File: src/rtl/baud_tick_ctrl.sv
// UART baud tick controller: start/stop sequencing of the oversample tick, bit tick
// derivation, and divisor reconfiguration that only lands on a bit boundary or while stopped.
module baud_tick_ctrl #(
    parameter int N           = 16,
    parameter int DEFAULT_DIV = 326,
    parameter int OS          = 16,
    parameter int OS_W        = 4
) (
    input  logic         clk,
    input  logic         reset,
    input  logic         en,
    input  logic [N-1:0] cfg_div,
    input  logic         cfg_valid,
    output logic         cfg_ready,
    output logic         cfg_err,
    output logic         s_tick,
    output logic         bit_tick,
    output logic         busy,
    output logic         pending,
    output logic [N-1:0] div_cur
);

    typedef enum logic [1:0] {
        IDLE    = 2'd0,
        RUN     = 2'd1,
        PENDING = 2'd2
    } state_t;

    localparam logic [N-1:0]    DIV_RESET = N'(DEFAULT_DIV);
    localparam logic [N-1:0]    MIN_DIV   = N'(2);
    localparam logic [OS_W-1:0] OS_LAST   = OS_W'(OS - 1);

    state_t          state_reg;
    logic [N-1:0]    div_reg;
    logic [N-1:0]    pend_reg;
    logic [N-1:0]    cnt_reg;
    logic [OS_W-1:0] os_cnt_reg;
    logic            cfg_err_reg;

    logic            active;
    logic            xfer;
    logic            legal;
    logic [N-1:0]    cnt_next;
    logic [OS_W-1:0] os_cnt_next;

    assign active    = (state_reg != IDLE);
    assign s_tick    = active && (cnt_reg == div_reg - N'(1));
    assign bit_tick  = s_tick && (os_cnt_reg == OS_LAST);
    assign cfg_ready = (state_reg != PENDING);
    assign xfer      = cfg_valid && cfg_ready;
    assign legal     = (cfg_div >= MIN_DIV);

    // Free-running advance of both counters while ticking.
    assign cnt_next    = s_tick ? '0 : cnt_reg + N'(1);
    assign os_cnt_next = s_tick ? ((os_cnt_reg == OS_LAST) ? '0 : os_cnt_reg + OS_W'(1))
                                : os_cnt_reg;

    assign cfg_err = cfg_err_reg;
    assign busy    = active;
    assign pending = (state_reg == PENDING);
    assign div_cur = div_reg;

    always_ff @(posedge clk or posedge reset) begin
        if (reset) begin
            state_reg   <= IDLE;
            div_reg     <= DIV_RESET;
            pend_reg    <= '0;
            cnt_reg     <= '0;
            os_cnt_reg  <= '0;
            cfg_err_reg <= 1'b0;
        end else begin
            cfg_err_reg <= xfer && !legal;
            case (state_reg)
                IDLE: begin
                    cnt_reg    <= '0;
                    os_cnt_reg <= '0;
                    if (xfer && legal) div_reg <= cfg_div;
                    if (en) state_reg <= RUN;
                end
                RUN: begin
                    if (!en) begin
                        // Stopping: a new divisor can be applied directly, no bit is in flight.
                        state_reg  <= IDLE;
                        cnt_reg    <= '0;
                        os_cnt_reg <= '0;
                        if (xfer && legal) div_reg <= cfg_div;
                    end else begin
                        cnt_reg    <= cnt_next;
                        os_cnt_reg <= os_cnt_next;
                        if (xfer && legal) begin
                            pend_reg  <= cfg_div;
                            state_reg <= PENDING;
                        end
                    end
                end
                PENDING: begin
                    if (!en || bit_tick) begin
                        div_reg    <= pend_reg;
                        cnt_reg    <= '0;
                        os_cnt_reg <= '0;
                        state_reg  <= en ? RUN : IDLE;
                    end else begin
                        cnt_reg    <= cnt_next;
                        os_cnt_reg <= os_cnt_next;
                    end
                end
                default: state_reg <= IDLE;
            endcase
        end
    end

endmodule

File: config.mk
export PLATFORM = sky130hd
export DESIGN_NAME = baud_tick_ctrl
export DESIGN_NICKNAME = d
export VERILOG_FILES = /design/src/rtl/baud_tick_ctrl.sv
export SDC_FILE = /design/constraint.sdc
export NUM_CORES = 1
export LEC_CHECK = 0
export BUFFER_PORTS_ARGS = -buffer_cell sky130_fd_sc_hd__buf_2
export CORE_UTILIZATION = 59
export DETAILED_ROUTE_END_ITERATION = 7
export PLACE_DENSITY = 0.81
export SLEW_MARGIN = 40
export SYNTH_ARGS = -nofsm -noshare
export SYNTH_HDL_FRONTEND = slang
export SYNTH_SLANG_ARGS = --single-unit
File: constraint.sdc
create_clock -name clk -period 4.1 [get_ports clk]
set_input_delay 0.41 -clock clk [delete_from_list [all_inputs] [get_ports clk]]
set_output_delay 0.41 -clock clk [all_outputs]
set_load 0.01 [all_outputs]
==> impl_metrics.ini <==
[critical_path]
crit_path_cell_trace = inv_1 > ha_1 > or4b_4 > nor4_1 > xnor2_1 > a2111oi_4 > nand4_1 > nor3_1 > buf_2
crit_type = reg2out
cp.arrival_ns = 3.25
cp_max_fo = 6
rr_worst_depth = 10
cp_slowest_stage_delay_ns = 0.53
cp-end-kind = output port
cp_slowest_cell = or4b_4
cp.required_ns = 3.69
worstSetupPathDepth = 9
worstPathBufferInverterCount = 2
path_delay_family = simple AND/OR/NAND/NOR gates
cp-start-kind = flip-flop

[floorplanning]
core_um2 = 5610
num_rows = 27
die_h_um = 78.8
die_w_um = 78.8
die-area_um2 = 6200
initial_utilization = 0.620
io_pins = 42

[pwr]
irDropWorstVdd_mv = 0.394
p_leak_uw = 0.00166
powerDensity_nw_per_um2 = 615

[timing]
fin_worst_skew_ns = 0.0114
finalHoldViolCount = 0
rsz0062_at_grt = false
setup_tns_ns = 0
relSlewSlack = 0.575
period_needed_ns = 3.66
tightest_slew_ns = 0.638
timing.final.ws_setup_ns = 0.441
timing.fmax_mhz = 273
fin_crit_sh = 0.892
slew_viol_final = 0
setup_viol = 0

[global_route]
grt.total_usage = 0.276
use_met3 = 0.0402
grt_pass1_wl_um = 13200
met2_usage = 0.458
grt.overflow.total = 0
globalRouteMet1Util = 0.367
first_global_vias = 2747
antenna_found_initial = 0
grt_start_max_net_pins = 29
busiest_layer = met2

[yosys]
avgSynthCellArea_um2 = 10.1
syn-cell-area_um2 = 3480
yosys_warnings = 0
seq_area_frac_synth = 0.397
syn_inst = 343
synth.distinct_cells = 55
synth_edf_count = 0
synthFlopType = dfrtp_1
async_flop_share = 1.00
ys_seq_elements = 55
synth_nets = 371

[final_layout]
layout_commonest_cell = dfrtp_1
drive_above_1_share = 0.286
fin_cells = 450
finalNetCount = 405
antenna_cells = 0
final.fill_count = 451
layout_common_cells = 51 x dfrtp_1, 41 x buf_2, 34 x mux2_2, 26 x nand2_1, 22 x nor2_1
syn2layout_area_growth_pct = 10.1

[drt]
drt_iter0_drc = 239
drc = 0
wl_um = 7780
dr.pass1.iters = 4
vias = 2836
wire_per_inst_um = 17.3
ant_nets = 0
vias_per_cell = 6.30

[placed_design]
preCtsSetupSlack_ns = 0.759
dp_hpwl_um = 5680
io_buffer_count = 41
gp_congestion = 0.886
dp_cells = 442

[clock_tree]
clk_latency_ns = 0.31
cts.path.max_buffers = 2
hold_buffers = 0
cts_resized = 0
h-tree-depth = 2
cts_buffers = 5
cts_sinks = 55
cts_tree = done
cts_root_buf = clkbuf_8
postCtsSetupRepairBufs = 0
clk_pin_slew_worst_paths_ns = 0.10

[min_path]
hold_path.class = in2async

[outcome]
outcome = finished clean

[run]
drv_cap = 0
## logic make-up after synthesis
logic type / Yosys count / synth area share
buffers and inverters: 32 / 0.0407
AND/OR/NAND/NOR: 114 / 0.179
multiplexers: 51 / 0.168
adder cells (fa/ha/maj): 8 / 0.0288
XOR/XNOR: 21 / 0.0529
AO/OA/AOI/OAI: 62 / 0.134
flip-flops: 55 / 0.397
## area by class of cell
type	count	area [um^2]	area share
clock buffers	6	72.6	0.0190
clock inverters	2	37.5	0.00980
inverters	14	52.6	0.0137
multi-input cells	256	1960	0.512
flip-flops and latches	55	1380	0.361
well taps	72	90.1	0.0235
repair buffers	45	235	0.0614
## cells in the mapped netlist (2+ instances only)
library cell	count	share of area
a21oi_1	8	0.012
a211o_1	2	0.0050
buf_6	2	0.0065
clkbuf_1	10	0.011
o21ai_0	12	0.017
xor2_1	8	0.020
a22o_1	2	0.0050
o21a_1	5	0.011
nor3b_1	2	0.0043
a21o_1	6	0.013
inv_1	14	0.015
and3_1	3	0.0054
nor3_1	8	0.012
o21ai_1	3	0.0043
mux2_4	6	0.026
nand2_1	26	0.028
nor2_1	22	0.024
nor4_1	7	0.013
xnor2_1	13	0.033
a32oi_1	2	0.0050
buf_2	5	0.0072
nor3_2	2	0.0058
dfrtp_1	51	0.37
a211oi_1	3	0.0065
mux2i_1	11	0.032
nand3_1	21	0.030
nand4_1	6	0.011
o311ai_0	6	0.015
ha_1	8	0.029
a31oi_1	2	0.0036
or3_1	4	0.0072
dfstp_2	4	0.030
mux2_2	34	0.11
or4_1	4	0.0086
## power breakdown
part / leakage, uW / switching, uW / internal (uW) / total, uW
sequential: 0.000693 / 242 / 731 / 973
clock: 0.0000514 / 181 / 183 / 363
combinational: 0.000916 / 522 / 497 / 1020
total: 0.00166 / 945 / 1410 / 2360
## metrics by stage
stage / hold WS (ns) / total power (uW) / cell area [um^2] / util
after global routing: 0.194 / 2510 / 3830 / 0.683
after CTS: 0.168 / 2350 / 3820 / 0.682
after global placement: 0.482 / 1940 / 3710 / 0.662
after floorplan: 0.466 / 1710 / 3480 / -
after detailed placement: 0.489 / 1990 / 3710 / 0.662
final: 0.144 / 2360 / 3830 / 0.683
## metal layers
layer	wire length [um]	vias up
li1	-	1326
met1	3510	1424
met2	3790	72
met3	354	14
met4	123	0
met5	0	-
## worst reg2reg max path: stages, from the launching register on
cell and delay (ns):
dfrtp_1 0.46, inv_1 0.11, ha_1 0.26, or4b_4 0.53
nor4_1 0.32, xnor2_1 0.18, a2111oi_4 0.31, nand4_1 0.24
o21a_1 0.45, a21o_1 0.25, a22o_1 0.17
## worst paths after layout
kind,startpoint,to,slack (ns)
max,div_cur[0],bit_tick,0.44
min,reset,pend_reg[13],0.14
max reg2reg,div_cur[0],cnt_reg[3],0.71
min reg2reg,os_cnt_reg[0],os_cnt_reg[0],0.51
max in group asynchronous,reset,cnt_reg[8],3.14
min in group clk,cfg_valid,cfg_err,0.35
Power figures use the tool's default switching activity.
